$ cat src/rtl/inv_butterfly.sv
// rtl/inv_butterfly.sv - inverse radix-2 butterfly: recovers a, b from c = a + w*b, d = a - w*b.
// Fixed-point signed n-bit words with d fractional bits; one shared multiplier, four products per op.
module inv_butterfly #(
  parameter int n = 32,
  parameter int d = 16
) (
  input  logic         clk,
  input  logic         reset,
  input  logic         recv_val,
  output logic         recv_rdy,
  input  logic [n-1:0] cr,
  input  logic [n-1:0] cc,
  input  logic [n-1:0] dr,
  input  logic [n-1:0] dc,
  input  logic [n-1:0] wr,
  input  logic [n-1:0] wc,
  output logic         send_val,
  input  logic         send_rdy,
  output logic [n-1:0] ar,
  output logic [n-1:0] ac,
  output logic [n-1:0] br,
  output logic [n-1:0] bc
);

  typedef enum logic [1:0] {
    IDLE = 2'd0,
    MUL  = 2'd1,
    DONE = 2'd2
  } state_t;

  state_t state;
  state_t state_next;

  logic         accept;
  logic         finish;
  logic [1:0]   step;
  logic [n-1:0] sr;
  logic [n-1:0] sc;
  logic [n-1:0] er;
  logic [n-1:0] ec;
  logic [n-1:0] tw_r;
  logic [n-1:0] tw_c;
  logic [n-1:0] pr;
  logic [n-1:0] pc;
  logic [n-1:0] mul_x;
  logic [n-1:0] mul_y;
  logic signed [2*n-1:0] prod;
  logic [n-1:0] term;

  always_ff @(posedge clk) begin
    if (reset) begin
      state <= IDLE;
    end else begin
      state <= state_next;
    end
  end

  always_comb begin
    state_next = state;
    recv_rdy   = 1'b0;
    send_val   = 1'b0;
    accept     = 1'b0;
    finish     = 1'b0;
    case (state)
      IDLE: begin
        recv_rdy = 1'b1;
        if (recv_val) begin
          accept     = 1'b1;
          state_next = MUL;
        end
      end
      MUL: begin
        if (step == 2'd3) begin
          finish     = 1'b1;
          state_next = DONE;
        end
      end
      DONE: begin
        send_val = 1'b1;
        if (send_rdy) begin
          state_next = IDLE;
        end
      end
      default: state_next = IDLE;
    endcase
  end

  // Product schedule: e*conj(w) = (er*wr + ec*wc) + j(ec*wr - er*wc).
  always_comb begin
    mul_x = er;
    mul_y = tw_c;
    case (step)
      2'd0: begin
        mul_x = er;
        mul_y = tw_r;
      end
      2'd1: begin
        mul_x = ec;
        mul_y = tw_c;
      end
      2'd2: begin
        mul_x = ec;
        mul_y = tw_r;
      end
      default: begin
        mul_x = er;
        mul_y = tw_c;
      end
    endcase
  end

  assign prod = $signed({{n{mul_x[n-1]}}, mul_x}) * $signed({{n{mul_y[n-1]}}, mul_y});
  // Arithmetic shift then truncate keeps bits [n+d-1:d], i.e. a floored fixed-point product.
  assign term = n'(prod >>> d);

  always_ff @(posedge clk) begin
    if (reset) begin
      step <= 2'd0;
      sr   <= '0;
      sc   <= '0;
      er   <= '0;
      ec   <= '0;
      tw_r <= '0;
      tw_c <= '0;
      pr   <= '0;
      pc   <= '0;
      ar   <= '0;
      ac   <= '0;
      br   <= '0;
      bc   <= '0;
    end else if (accept) begin
      sr   <= cr + dr;
      sc   <= cc + dc;
      er   <= cr - dr;
      ec   <= cc - dc;
      tw_r <= wr;
      tw_c <= wc;
      pr   <= '0;
      pc   <= '0;
      step <= 2'd0;
    end else if (state == MUL) begin
      step <= step + 2'd1;
      case (step)
        2'd0: pr <= pr + term;
        2'd1: pr <= pr + term;
        2'd2: pc <= pc + term;
        default: pc <= pc - term;
      endcase
      if (finish) begin
        ar <= $signed(sr) >>> 1;
        ac <= $signed(sc) >>> 1;
        br <= $signed(pr) >>> 1;
        bc <= $signed(pc - term) >>> 1;
      end
    end
  end

endmodule
$ cat config.mk
export PLATFORM = sky130hd
export DESIGN_NAME = inv_butterfly
export DESIGN_NICKNAME = d
export VERILOG_FILES = /design/src/rtl/inv_butterfly.sv
export SDC_FILE = /design/constraint.sdc
export NUM_CORES = 2
export LEC_CHECK = 0
export BUFFER_PORTS_ARGS = -buffer_cell sky130_fd_sc_hd__buf_2
export CELL_PAD_IN_SITES_DETAIL_PLACEMENT = 1
export CELL_PAD_IN_SITES_GLOBAL_PLACEMENT = 1
export CORE_MARGIN = 2
export CORE_UTILIZATION = 31
export CTS_BUF_LIST = sky130_fd_sc_hd__clkbuf_2
export CTS_CLUSTER_DIAMETER = 40
export DETAILED_ROUTE_END_ITERATION = 8
export GPL_TIMING_DRIVEN = 0
export PLACE_DENSITY = 0.72
export SYNTH_ARGS = -nofsm -noshare
export SYNTH_HDL_FRONTEND = slang
export SYNTH_SLANG_ARGS = --single-unit
$ cat constraint.sdc
create_clock -name clk -period 10.3 [get_ports clk]
set_clock_uncertainty 0.2 [all_clocks]
set_input_delay 1.545 -clock clk [delete_from_list [all_inputs] [get_ports clk]]
set_output_delay 1.545 -clock clk [all_outputs]
set_load 0.05 [all_outputs]
==> out/metrics.csv <==
metric;value;unit
routability-driven placement congestion ratio;1.022;
worst setup margin;-1059;ps
number of clock sinks;382;
Syn. warnings;0;
Placed Area;0.05734;mm^2
Die Area;0.1718;mm^2
Period Utilization, post-route;110.3;%
Final Max Tran Viols;0;
post-synthesis sequential area ratio;14.64;%
Net Sw Power;5525;uW
largest cells by area after synthesis;fa_1 (32%), dfxtp_1 (15%), ha_1 (9.3%);
Multi-input gate area;0.04264;mm^2
Clk network pwr share;11.4;%
Power Dens Cells;166.4;mW/mm^2
GRT Overall Usage;27.04;%
Worst R2R Setup Slack;-1060;ps
Top FF cell, synth;dfxtp_1;
Slowest cell on crit path;fa_2;
Distinct cells, synth;85;
Seq pwr share;15.7;%
Worst R2R Path Depth;49;
dominant cell type by area after synthesis;fa_1;
number of global-route vias before repair;52893;
CP most frequent cell;fa_1;
Pleak;0.02938;uW
post-synthesis cell area;0.05222;mm^2
register bit count reported by yosys;382;
Max Cap Viol;0;
CP startpoint kind;flop;
mux cell area share after synthesis;2.760;%
Avg WL per Cell;25.55;um
Setup CP Type;flop to flop;
Tmin final;11360;ps
Rel. slew slack;1.286;%
Chip Height;414.4;um
global-route wire length before repair;343700;um
share of cells above drive strength 1;19.61;%
Syn Inst Count;6298;
Setup TNS Final;-30040;ps
total grt overflow;0;
CP max stage delay;580;ps
DRT Wirelength;237700;um
Core Area;0.1672;mm^2
worst hold endpoint;tw_c[24]$_SDFFE_PP0P_;
Worst EP required;11530;ps
Design Power;10820;uW
sw frac;51.06;%
DR vias/cell;5.205;
Routed Antenna Nets;0;
Clock Tree Root;clkbuf_2;
via count;48437;
io pins;326;
most numerous cell in the Yosys netlist;inv_1;
adder-cell share of the synthesized area;41.71;%
internal power;5296;uW
failing checks;setup timing;
Iteration-0 DRC Markers;2945;
Synth Area per Inst;8.292;um^2
Setup crit end kind;flop;
worst hold stages;3;
Hold Path Origin;wc[24];
Layout area overhead;24.54;%
largest family of logic cells by synthesized area;adder cells;
CTS tree;built;
Final HPWL DP;187500;um
maximum vdd drop;0.1358;mV
Hold Path Class;input pin to flop;
RSZ-0062 raised after global routing;yes;
worst slew pin tran;1481;ps
die width;414.4;um
port bufs;324;
share of the synthesized area in the top cell type;32.39;%
crit-path max FO;10;
Rows;150;
part of the power in combinational logic;73.0;%
initial antenna violation count;11;
fill count;19768;
FF-to-FF End;bc[28]$_SDFFE_PP0P_;
sequential standard cell area;0.007652;mm^2
Highest Clock Rate;0.08804;GHz
Starting Density;31.23;%
post-route cell area;0.06503;mm^2
First-pass DRT Iterations;5;
clock buffer count from CTS;108;
Hold Slack;180.8;ps
most instantiated cells after synthesis;inv_1 (1004), nand2_1 (959), fa_1 (845);
Compound-Gate Fraction of Synth Area;11.46;%
final-stage net count;8441;
Clock Latency Late Sink;1520;ps
# setup viols final;53;
largest net degree at the start of global routing;19;
Synth Area in XOR/XNOR;4.325;%
status;finished with violations;
syn nets;7728;
residual DRC count;0;
CTS Buffer Depth;3;
Final Hold Fails;0;
reg-to-reg startpoint;step[1]$_SDFFE_PP0P_;
Crit path arrival time;12590;ps
clk slew on worst S/H paths;110;ps
Async SR Flop Fraction;0;%
Synth Area in Simple Gates;15.40;%
CTS H-tree lvls;3;
Post-synth EDFFs;0;
-- how the worst max path moves through the flow --
stage,from,end,depth (start not counted)
after floorplan,step[0]$_SDFFE_PP0P_,pc[31]$_SDFFE_PP0P_,41
after global placement,step[0]$_SDFFE_PP0P_,bc[28]$_SDFFE_PP0P_,37
after detailed placement,step[0]$_SDFFE_PP0P_,pc[31]$_SDFFE_PP0P_,45
after CTS,step[0]$_SDFFE_PP0P_,pc[31]$_SDFFE_PP0P_,48
after global routing,step[0]$_SDFFE_PP0P_,pc[31]$_SDFFE_PP0P_,46
final,step[1]$_SDFFE_PP0P_,bc[28]$_SDFFE_PP0P_,49
-- worst max-delay path, delay by kind of cell, from the launching register on --
kind | cells | cell delay [ps]
AO/OA/AOI/OAI | 13 | 2460
XOR/XNOR | 2 | 350
adder cells (fa/ha/maj) | 11 | 4710
buffers and inverters | 15 | 2170
flip-flops | 1 | 390
multiplexers | 1 | 230
AND/OR/NAND/NOR | 7 | 760
-- final cells by class --
cell class                 count  area share (%)
buffer                       314           3.692
sequential                   382           11.77
clock buffer                 143           1.100
multi-input combinational   4582           65.57
timing repair buffer         617           7.319
tap                         2204           4.240
clock inverter                49          0.4540
inverter                    1006           5.822
antenna                        9         0.03463
-- cells in the final DEF, fill, tap and decap left out, drive strengths merged, types with 6 or more instances in the layout --
| cell | instances |
|---|---|
| clkinv | 43 |
| nand3 | 39 |
| a31oi | 18 |
| and3 | 14 |
| nand4 | 11 |
| o211ai | 17 |
| o21ai | 150 |
| dfxtp | 382 |
| and2 | 17 |
| o21bai | 46 |
| nand3b | 8 |
| mux2 | 63 |
| inv | 1009 |
| ha | 389 |
| o31ai | 13 |
| a311oi | 11 |
| nor3 | 43 |
| o21a | 22 |
| xnor2 | 214 |
| mux2i | 72 |
| or3 | 26 |
| diode | 9 |
| nor2 | 746 |
| nand2b | 31 |
| a21o | 53 |
| a211oi | 102 |
| nor4 | 8 |
| clkbuf | 410 |
| fa | 845 |
| xor2 | 43 |
| or4 | 6 |
| buf | 657 |
| nand2 | 959 |
| nor2b | 41 |
| a21oi | 474 |
| or2 | 9 |
| a22o | 12 |
| a2111oi | 7 |
-- through the flow --
| stage | worst slack (ps) | utilization (%) | std cells |
|---|---|---|---|
| global route | -1369 | 38.89 | 9303 |
| CTS | -968.7 | 38.18 | 9247 |
| floorplan | -136.4 | - | 6298 |
| detailed placement | -3422 | 34.29 | 8836 |
| finish | -1059 | 38.89 | 9306 |
| global placement | -3310 | 34.18 | 8826 |
-- routing by layer --
metal | up-vias | routed length (um) | share of wire, % | GRT usage, %
met2 | 1792 | 112600 | 47 | 45.35
met3 | 722 | 15280 | 6.4 | 5.052
met1 | 24768 | 89980 | 38 | 31.07
met5 | - | 56 | 0.024 | 0
li1 | 21147 | - | - | -
met4 | 8 | 19800 | 8.3 | 19.12
-- flip-flops by register name (all words and copies together) (netlist names) --
signal  flops
step        2
tw_r       32
ar         31
pc         32
pr         32
state       2
br         31
tw_c       32
ac         31
er         32
sr         31
bc         31
sc         31
ec         32
-- logic make-up (layout without fill, tap and decap cells) --
family / Yosys count / count (layout)
fa+ha+maj: 1234 / 1234
buf+inv: 1334 / 2129
mux: 135 / 135
simple gates: 1973 / 1973
flops: 382 / 382
xor+xnor: 257 / 257
other cells: 0 / 9
compound gates: 983 / 983
-- power by group through the flow --
stage	logic, uW	clock network [uW]	registers (uW)
2_1_floorplan	3850	0	1660
3_3_place_gp	5690	0	1710
3_5_place_dp	5840	0	1710
4_1_cts	7160	1270	1690
5_1_grt	8390	1340	1700
6_report	7890	1230	1700
-- timing repair --
| item | in CTS | in global routing |
|---|---|---|
| pin swaps | 203 | 100 |
| resized for setup | 627 | 196 |
| hold buffers | 4 | 0 |
| gates cloned | 8 | 1 |
| endpoints found under the setup margin | 95 | 66 |
| hold endpoints to repair | 4 | 0 |
| buffers inserted | 218 | 53 |
(Power assumes the default switching activity.)
